## src/rtl/closest_hit_select.sv

```systemverilog
// closest_hit_select: keeps the nearest valid hit among a ray's candidates and emits it on three AXIS streams
module closest_hit_select #(
    parameter int              SIZE  = 32,
    parameter int              IDX_W = 8,
    parameter logic [SIZE-1:0] T_MIN = 32'h3a83126f,
    parameter logic [SIZE-1:0] T_MAX = 32'h7f7fffff
) (
    input  logic                aclk,
    input  logic                areset,
    input  logic [SIZE-1:0]     s_axis_tdata_t,
    input  logic [6*SIZE-1:0]   s_axis_tdata_obj,
    input  logic                s_axis_is_cylinder,
    input  logic [6*SIZE-1:0]   s_axis_tdata_ray,
    input  logic                s_axis_hit,
    input  logic                s_axis_tlast,
    input  logic                s_axis_tvalid,
    output logic                s_axis_tready,
    output logic [SIZE-1:0]     t_axis_tdata,
    output logic                t_axis_hit,
    output logic                t_axis_tvalid,
    input  logic                t_axis_tready,
    output logic [6*SIZE-1:0]   obj_axis_tdata,
    output logic                obj_axis_is_cylinder,
    output logic [IDX_W-1:0]    obj_axis_index,
    output logic                obj_axis_tvalid,
    input  logic                obj_axis_tready,
    output logic [6*SIZE-1:0]   ray_axis_tdata,
    output logic                ray_axis_tvalid,
    input  logic                ray_axis_tready
);
    typedef enum logic {ACCUM, EMIT} state_t;
    state_t state, state_next;
    logic              best_valid, best_cyl, first, accept, q, take, pending;
    logic [SIZE-1:0]   best_t;
    logic [6*SIZE-1:0] best_obj, ray_q;
    logic [IDX_W-1:0]  best_idx, idx;
    // positive finite floats order like unsigned integers
    assign q = s_axis_hit && !s_axis_tdata_t[SIZE-1] && s_axis_tdata_t[SIZE-2 -: 8] != 8'hff
               && s_axis_tdata_t > T_MIN;
    assign take = q && (!best_valid || s_axis_tdata_t < best_t);
    assign s_axis_tready = state == ACCUM;
    assign accept = s_axis_tvalid && s_axis_tready;
    assign pending = (t_axis_tvalid && !t_axis_tready) || (obj_axis_tvalid && !obj_axis_tready)
                     || (ray_axis_tvalid && !ray_axis_tready);
    always_comb begin
        state_next = state;
        state_next = state == ACCUM ? (accept && s_axis_tlast ? EMIT : ACCUM) : (pending ? EMIT : ACCUM);
    end
    always_ff @(posedge aclk or posedge areset) begin
        if (areset) begin
            state                <= ACCUM;
            best_valid           <= 1'b0;
            best_cyl             <= 1'b0;
            best_t               <= '0;
            best_obj             <= '0;
            best_idx             <= '0;
            ray_q                <= '0;
            idx                  <= '0;
            first                <= 1'b1;
            t_axis_tdata         <= '0;
            t_axis_hit           <= 1'b0;
            t_axis_tvalid        <= 1'b0;
            obj_axis_tdata       <= '0;
            obj_axis_is_cylinder <= 1'b0;
            obj_axis_index       <= '0;
            obj_axis_tvalid      <= 1'b0;
            ray_axis_tdata       <= '0;
            ray_axis_tvalid      <= 1'b0;
        end else begin
            state <= state_next;
            if (t_axis_tvalid && t_axis_tready) t_axis_tvalid <= 1'b0;
            if (obj_axis_tvalid && obj_axis_tready) obj_axis_tvalid <= 1'b0;
            if (ray_axis_tvalid && ray_axis_tready) ray_axis_tvalid <= 1'b0;
            if (accept) begin
                idx        <= s_axis_tlast ? '0 : idx + 1'b1;
                first      <= s_axis_tlast;
                best_valid <= !s_axis_tlast && (best_valid || take);
                if (first) ray_q <= s_axis_tdata_ray;
                if (take) begin
                    best_t   <= s_axis_tdata_t;
                    best_obj <= s_axis_tdata_obj;
                    best_cyl <= s_axis_is_cylinder;
                    best_idx <= idx;
                end
                // the final beat competes directly with the running best
                if (s_axis_tlast) begin
                    t_axis_tdata         <= take ? s_axis_tdata_t : best_valid ? best_t : T_MAX;
                    t_axis_hit           <= take || best_valid;
                    obj_axis_tdata       <= take ? s_axis_tdata_obj : best_valid ? best_obj : '0;
                    obj_axis_is_cylinder <= take ? s_axis_is_cylinder : best_valid && best_cyl;
                    obj_axis_index       <= take ? idx : best_valid ? best_idx : '0;
                    ray_axis_tdata       <= first ? s_axis_tdata_ray : ray_q;
                    t_axis_tvalid        <= 1'b1;
                    obj_axis_tvalid      <= 1'b1;
                    ray_axis_tvalid      <= 1'b1;
                end
            end
        end
    end
endmodule

```

## config.mk

```make
export PLATFORM = sky130hd
export DESIGN_NAME = closest_hit_select
export DESIGN_NICKNAME = d
export VERILOG_FILES = /design/src/rtl/closest_hit_select.sv
export SDC_FILE = /design/constraint.sdc
export NUM_CORES = 2
export LEC_CHECK = 0
export CAP_MARGIN = 5
export CORE_AREA = 3 3 332 334
export CTS_BUF_LIST = sky130_fd_sc_hd__clkbuf_4
export CTS_CLUSTER_DIAMETER = 80
export DETAILED_ROUTE_END_ITERATION = 12
export DIE_AREA = 0 0 335 337
export PLACE_DENSITY_LB_ADDON = 0.08
export SLEW_MARGIN = 10
export SYNTH_ARGS = -nofsm -noshare
export SYNTH_HDL_FRONTEND = slang
export SYNTH_SLANG_ARGS = --single-unit
```

## constraint.sdc

```tcl
create_clock -name aclk -period 41 [get_ports aclk]
set_input_delay 6.15 -clock aclk [delete_from_list [all_inputs] [get_ports aclk]]
set_output_delay 6.15 -clock aclk [all_outputs]
set_load 0.05 [all_outputs]
```

# Word-level counts from Yosys, hierarchy flattened
# Index checks and enable logic that the tools add are counted.
[word_totals]
input_bits = 425
elab_cells = 70
out_inout_bits = 430
reg_bits = 865
[op_classes]
eq_ne = 1
n_bitwise = 1
n_reduce_logical = 26
addsub = 1
n_mux = 21
order_cmp = 2
[op_table]
columns = ["operator", "n"]
rows = [
  ["$mux 192", 3],
  ["$mux 32", 2],
  ["$gt 32x30->1 const B", 1],
  ["$lt 32x32->1", 1],
  ["$mux 8", 3],
  ["$logic_and 1x1->1", 14],
  ["$mux 1", 13],
  ["$add 8x1->8 const B", 1],
  ["$ne 8x8->1 const B", 1],
  ["$logic_not 1->1", 6],
  ["$logic_or 1x1->1", 4],
  ["$reduce_and 2->1", 2],
  ["$not 1->1", 1],
]

# Longest topological paths before layout
[logic_depth]
depth_word = 7
mapped_depth = 13

# Least setup slack after synthesis
# No wires, ideal clock.
[synth_timing]
path_kind = "in2reg"
start = "input s_axis_tdata_t[17]"
end = "register best_cyl"
path_buffers = 4
slack_ns = 32.325
t_required_ns = 40.875
arrival_ns = 8.549
path_stages = 12
path_cell_list = "ha_1 a21o_1 a21o_1 a21o_1 a211o_1 a31o_1 buf_2 or3_1 buf_2 buf_6 buf_6 mux2_4"
[synth_via]
elab_chain_cells = 4
word_cells_on_any_way = 6
classes_between = "order compare (2); reduce/logical (4)"
[synth_rtl]
columns = ["element", "line", "rtl"]
rows = [
  ["start, declared", "10", "input logic [SIZE-1:0] s_axis_tdata_t,"],
  ["$gt 32x30->1 / $lt 32x32->1 (equally long branches)", "39, 40", ""],
  ["$logic_and 1x1->1 / $logic_or 1x1->1 (equally long branches)", "39, 40", ""],
  ["$logic_and 1x1->1 (*)", "40", "assign take = q && (!best_valid || s_axis_tdata_t < best_t);"],
  ["$reduce_and 2->1 (no line) (*)", "-", ""],
  ["end signal, assigned", "82", "best_cyl <= s_axis_is_cylinder;"],
  ["end, declared", "33", "logic best_valid, best_cyl, first, accept, q, take, pending;"],
]
# Every way passes the cells marked *; elsewhere a longest branch is shown, timed or not.
# A chain may end at the register's enable or synchronous reset.

# Worst setup path after layout
[layout_timing]
start = "input s_axis_tdata_t[25]"
end = "register best_obj[79]"
[layout_via]
elab_chain_cells = 5
word_cells_on_any_way = 8
classes_between = "order compare (2); eq/ne (1); reduce/logical (5)"
[layout_rtl]
columns = ["element", "line", "rtl"]
rows = [
  ["parallel branches: the longest is 3 deep, another holds $gt 32x30->1", "-", ""],
  ["$logic_and 1x1->1 (*)", "40", ""],
  ["$reduce_and 2->1 (no line) (*)", "-", ""],
  ["end signal, assigned", "81", "best_obj <= s_axis_tdata_obj;"],
  ["end, declared", "35", "logic [6*SIZE-1:0] best_obj, ray_q;"],
]
# Every way passes the cells marked *.

==> metrics.yaml <==
sta:
  maxSlewViolCount: 0
  fin_skew_ns: 0.0836
  max_freq_mhz: 94.6
  fin_ws_ns: 30.43
  tightest_slew_ns: 1.13
  finalHoldViolCount: 0
  rsz0062_at_grt: "no"
  period_needed_ns: 10.57
  relSlewSlack_pct: 24.5
  setup_tns_ns: 0
  setup_viol: 0
  post-route-period-util_pct: 25.8
synth:
  synth_area_per_cell_um2: 11.9
  seq_area_frac_synth_pct: 56.6
  synth_area_leaders: "dfrtp_1 (57%), o211ai_1 (7.9%), mux2_2 (7.5%)"
  synth_nets: 3680
  async_flop_share_pct: 100
  synthesis.area_um2: 38200
  ys_types: 45
  synth_seq_cells: 865
  synth-edff-count: 0
  synth_area_leader_cell: "dfrtp_1"
  ys_warn_count: 0
  synth_ff_type: "dfrtp_1"
  synthesis.instances: 3223
  synth_top_area_share_pct: 56.6
status:
  status: "finished, final reports clean"
route:
  met2WireLength_mm: 63.2
  highest_layer: "met5"
  drtPass1Iterations: 8
  wl_per_cell_um: 22.8
  drt_iter0_markers: 1558
  detail_route.vias_per_cell: 5.09
  ant_nets: 0
  drcViolationCount: 0
  met1_length_mm: 51.9
  drt_wl_total_mm: 131
  num_vias: 29200
  dr_wl_met3_mm: 11.4
critical_path:
  critical_path.max_stage_delay_ns: 0.93
  path_common_cell: "buf_4"
  worst_path_max_delay_cell: "or3_4"
  crit_path_start_kind: "input port"
  crit_required_ns: 41.93
  crit_family: "buffers and inverters"
  end_kind: "flop"
  cp.buffers_inverters: 3
  critPathKind: "in2reg"
  critPathArrivalTime_ns: 11.50
  cp_cell_sequence: "clkdlybuf4s50_1 -> and4bb_2 -> nand4_1 -> nor4_1 -> a21oi_1 -> a21bo_4 -> or3_4 -> buf_4 -> buf_4 -> mux2_2"
  path_max_fanout: 50
die:
  ios: 855
  core_area_um2: 107000
  start_util_pct: 35.7
  fp.dieW_um: 335
  rows: 120
  die-area_um2: 113000
  die_h_um: 337
grt:
  grt_pass1_wl_mm: 196
  grt_antenna_before_repair: 50
  first_global_vias: 30400
  grt.total_usage_pct: 22.8
  overflow: 0
  grt_max_degree: 215
flow_run:
  drv_cap: 0
pwr:
  peakVddDrop_v: 0.0000431
  power_mw: 3.60
  leakage_nw: 22.0
  p_per_area_nw_per_um2: 70.7
finish:
  final_cell_mix: "dfrtp_1 (864), clkdlybuf4s50_1 (854), nand2_1 (614)"
  syn_to_final_growth_pct: 33.2
  layout-drive-gt1-share_pct: 20.4
  final_common_cell: "dfrtp_1"
  nNetsFinal: 4584
  final_util_pct: 47.5
  nFillCells: 10100
  postLayoutCellArea_um2: 50900
clock_network:
  cts.sinks: 865
  path_clk_slew_ns: 0.06
  clockBufferDepth: 4
  cts-resized-gates: 0
  tritoncts: "yes"
  hold_buffers: 0
  clock_latency_ns: 1.12
  cts_setup_buffers: 0
  cts_made_buffers: 276
  clock-root-buffer: "clkbuf_4"
  htreeDepth: 5
min_path:
  hp-class: "reg2reg"
place:
  place_ws_ns: 29.34
  gp_congestion: 0.825
  portBuffers: 854
  dp_hpwl_mm: 85.5
  placed_area_um2: 47700
[stage by stage]
step	std cells	hold slack, ns
6_report	5725	0.476
2_1_floorplan	3223	0.476
3_3_place_gp	5252	0.460
5_1_grt	5715	0.497
3_5_place_dp	5252	0.469
4_1_cts	5695	0.472
[registers in the layout (all words and copies together) (netlist names), 32 cells and up]
register        count
best_obj          192
best_t             32
obj_axis_tdata    192
ray_axis_tdata    192
ray_q             192
t_axis_tdata       32
[worst paths after layout]
path	from	endpoint	slack [ns]	cells past startpoint
min reg2reg	best_obj[105]$_DFFE_PP0P_	obj_axis_tdata[105]$_DFFE_PP0P_	0.48	2
min in group asynchronous	areset	ray_axis_tdata[11]$_DFFE_PP0P_	5.52	2
max	s_axis_tdata_t[25]	best_obj[79]$_DFFE_PP0P_	30.43	10
min	best_obj[105]$_DFFE_PP0P_	obj_axis_tdata[105]$_DFFE_PP0P_	0.48	2
max reg2reg	best_t[30]$_DFFE_PP0P_	best_obj[79]$_DFFE_PP0P_	35.95	11
max in group asynchronous	areset	best_obj[46]$_DFFE_PP0P_	31.65	6
[layer usage]
metal / track usage, % / vias to the layer above
met5: 0 / -
met4: 9.34 / 40
met3: 9.12 / 272
met2: 37.0 / 895
met1: 26.9 / 14500
li1: - / 13500
[final cells by class]
type / count / area, µm² / area share [%]
diodes: 30 / 75.1 / 0.147
well taps: 1403 / 1760 / 3.45
multi-input cells: 2053 / 15300 / 30.1
repair buffers: 893 / 8880 / 17.4
clock inverters: 60 / 230 / 0.452
flip-flops and latches: 865 / 21700 / 42.5
inverters: 38 / 150 / 0.295
clock buffers: 383 / 2880 / 5.65
[cells by family after synthesis]
logic type / Yosys count / share of synthesized area (%)
AO/OA/AOI/OAI: 674 / 11.9
AND/OR/NAND/NOR: 727 / 7.63
buffers and inverters: 305 / 3.46
flip-flops: 865 / 56.6
XOR/XNOR: 3 / 0.0688
multiplexers: 617 / 19.2
adder cells (fa/ha/maj): 32 / 1.05
[worst reg2reg max path, stage by stage, from the launching register on]
cell,delay (ns)
dfrtp_1,0.34
inv_1,0.11
ha_1,0.29
nand2_1,0.05
or2_2,0.33
nor4_1,0.45
a211o_1,0.21
a31o_4,0.11
or3_4,0.79
buf_4,0.88
buf_4,0.87
mux2_2,0.49
[synth_stat cells, types with 6 or more instances]
cell and number:
nand2_1 616, mux2_4 169, nor2_1 41, o211ai_1 404, a21oi_1 16, buf_1 6, ha_1 32, buf_6 19
inv_1 38, nor4_1 32, buf_2 29, nand4_1 7, dfrtp_1 864, mux2_2 256, a311oi_1 30, mux2i_1 192
o21ai_0 204, clkbuf_1 213
[where the power goes]
part	internal, mW	switching, mW	leakage, nW
Sequential	1.17	0.173	10.7
Clock	0.426	0.381	1.89
Combinational	0.563	0.885	9.44
Total	2.16	1.44	22.0
No activity file was read; power rests on OpenSTA's default activity.
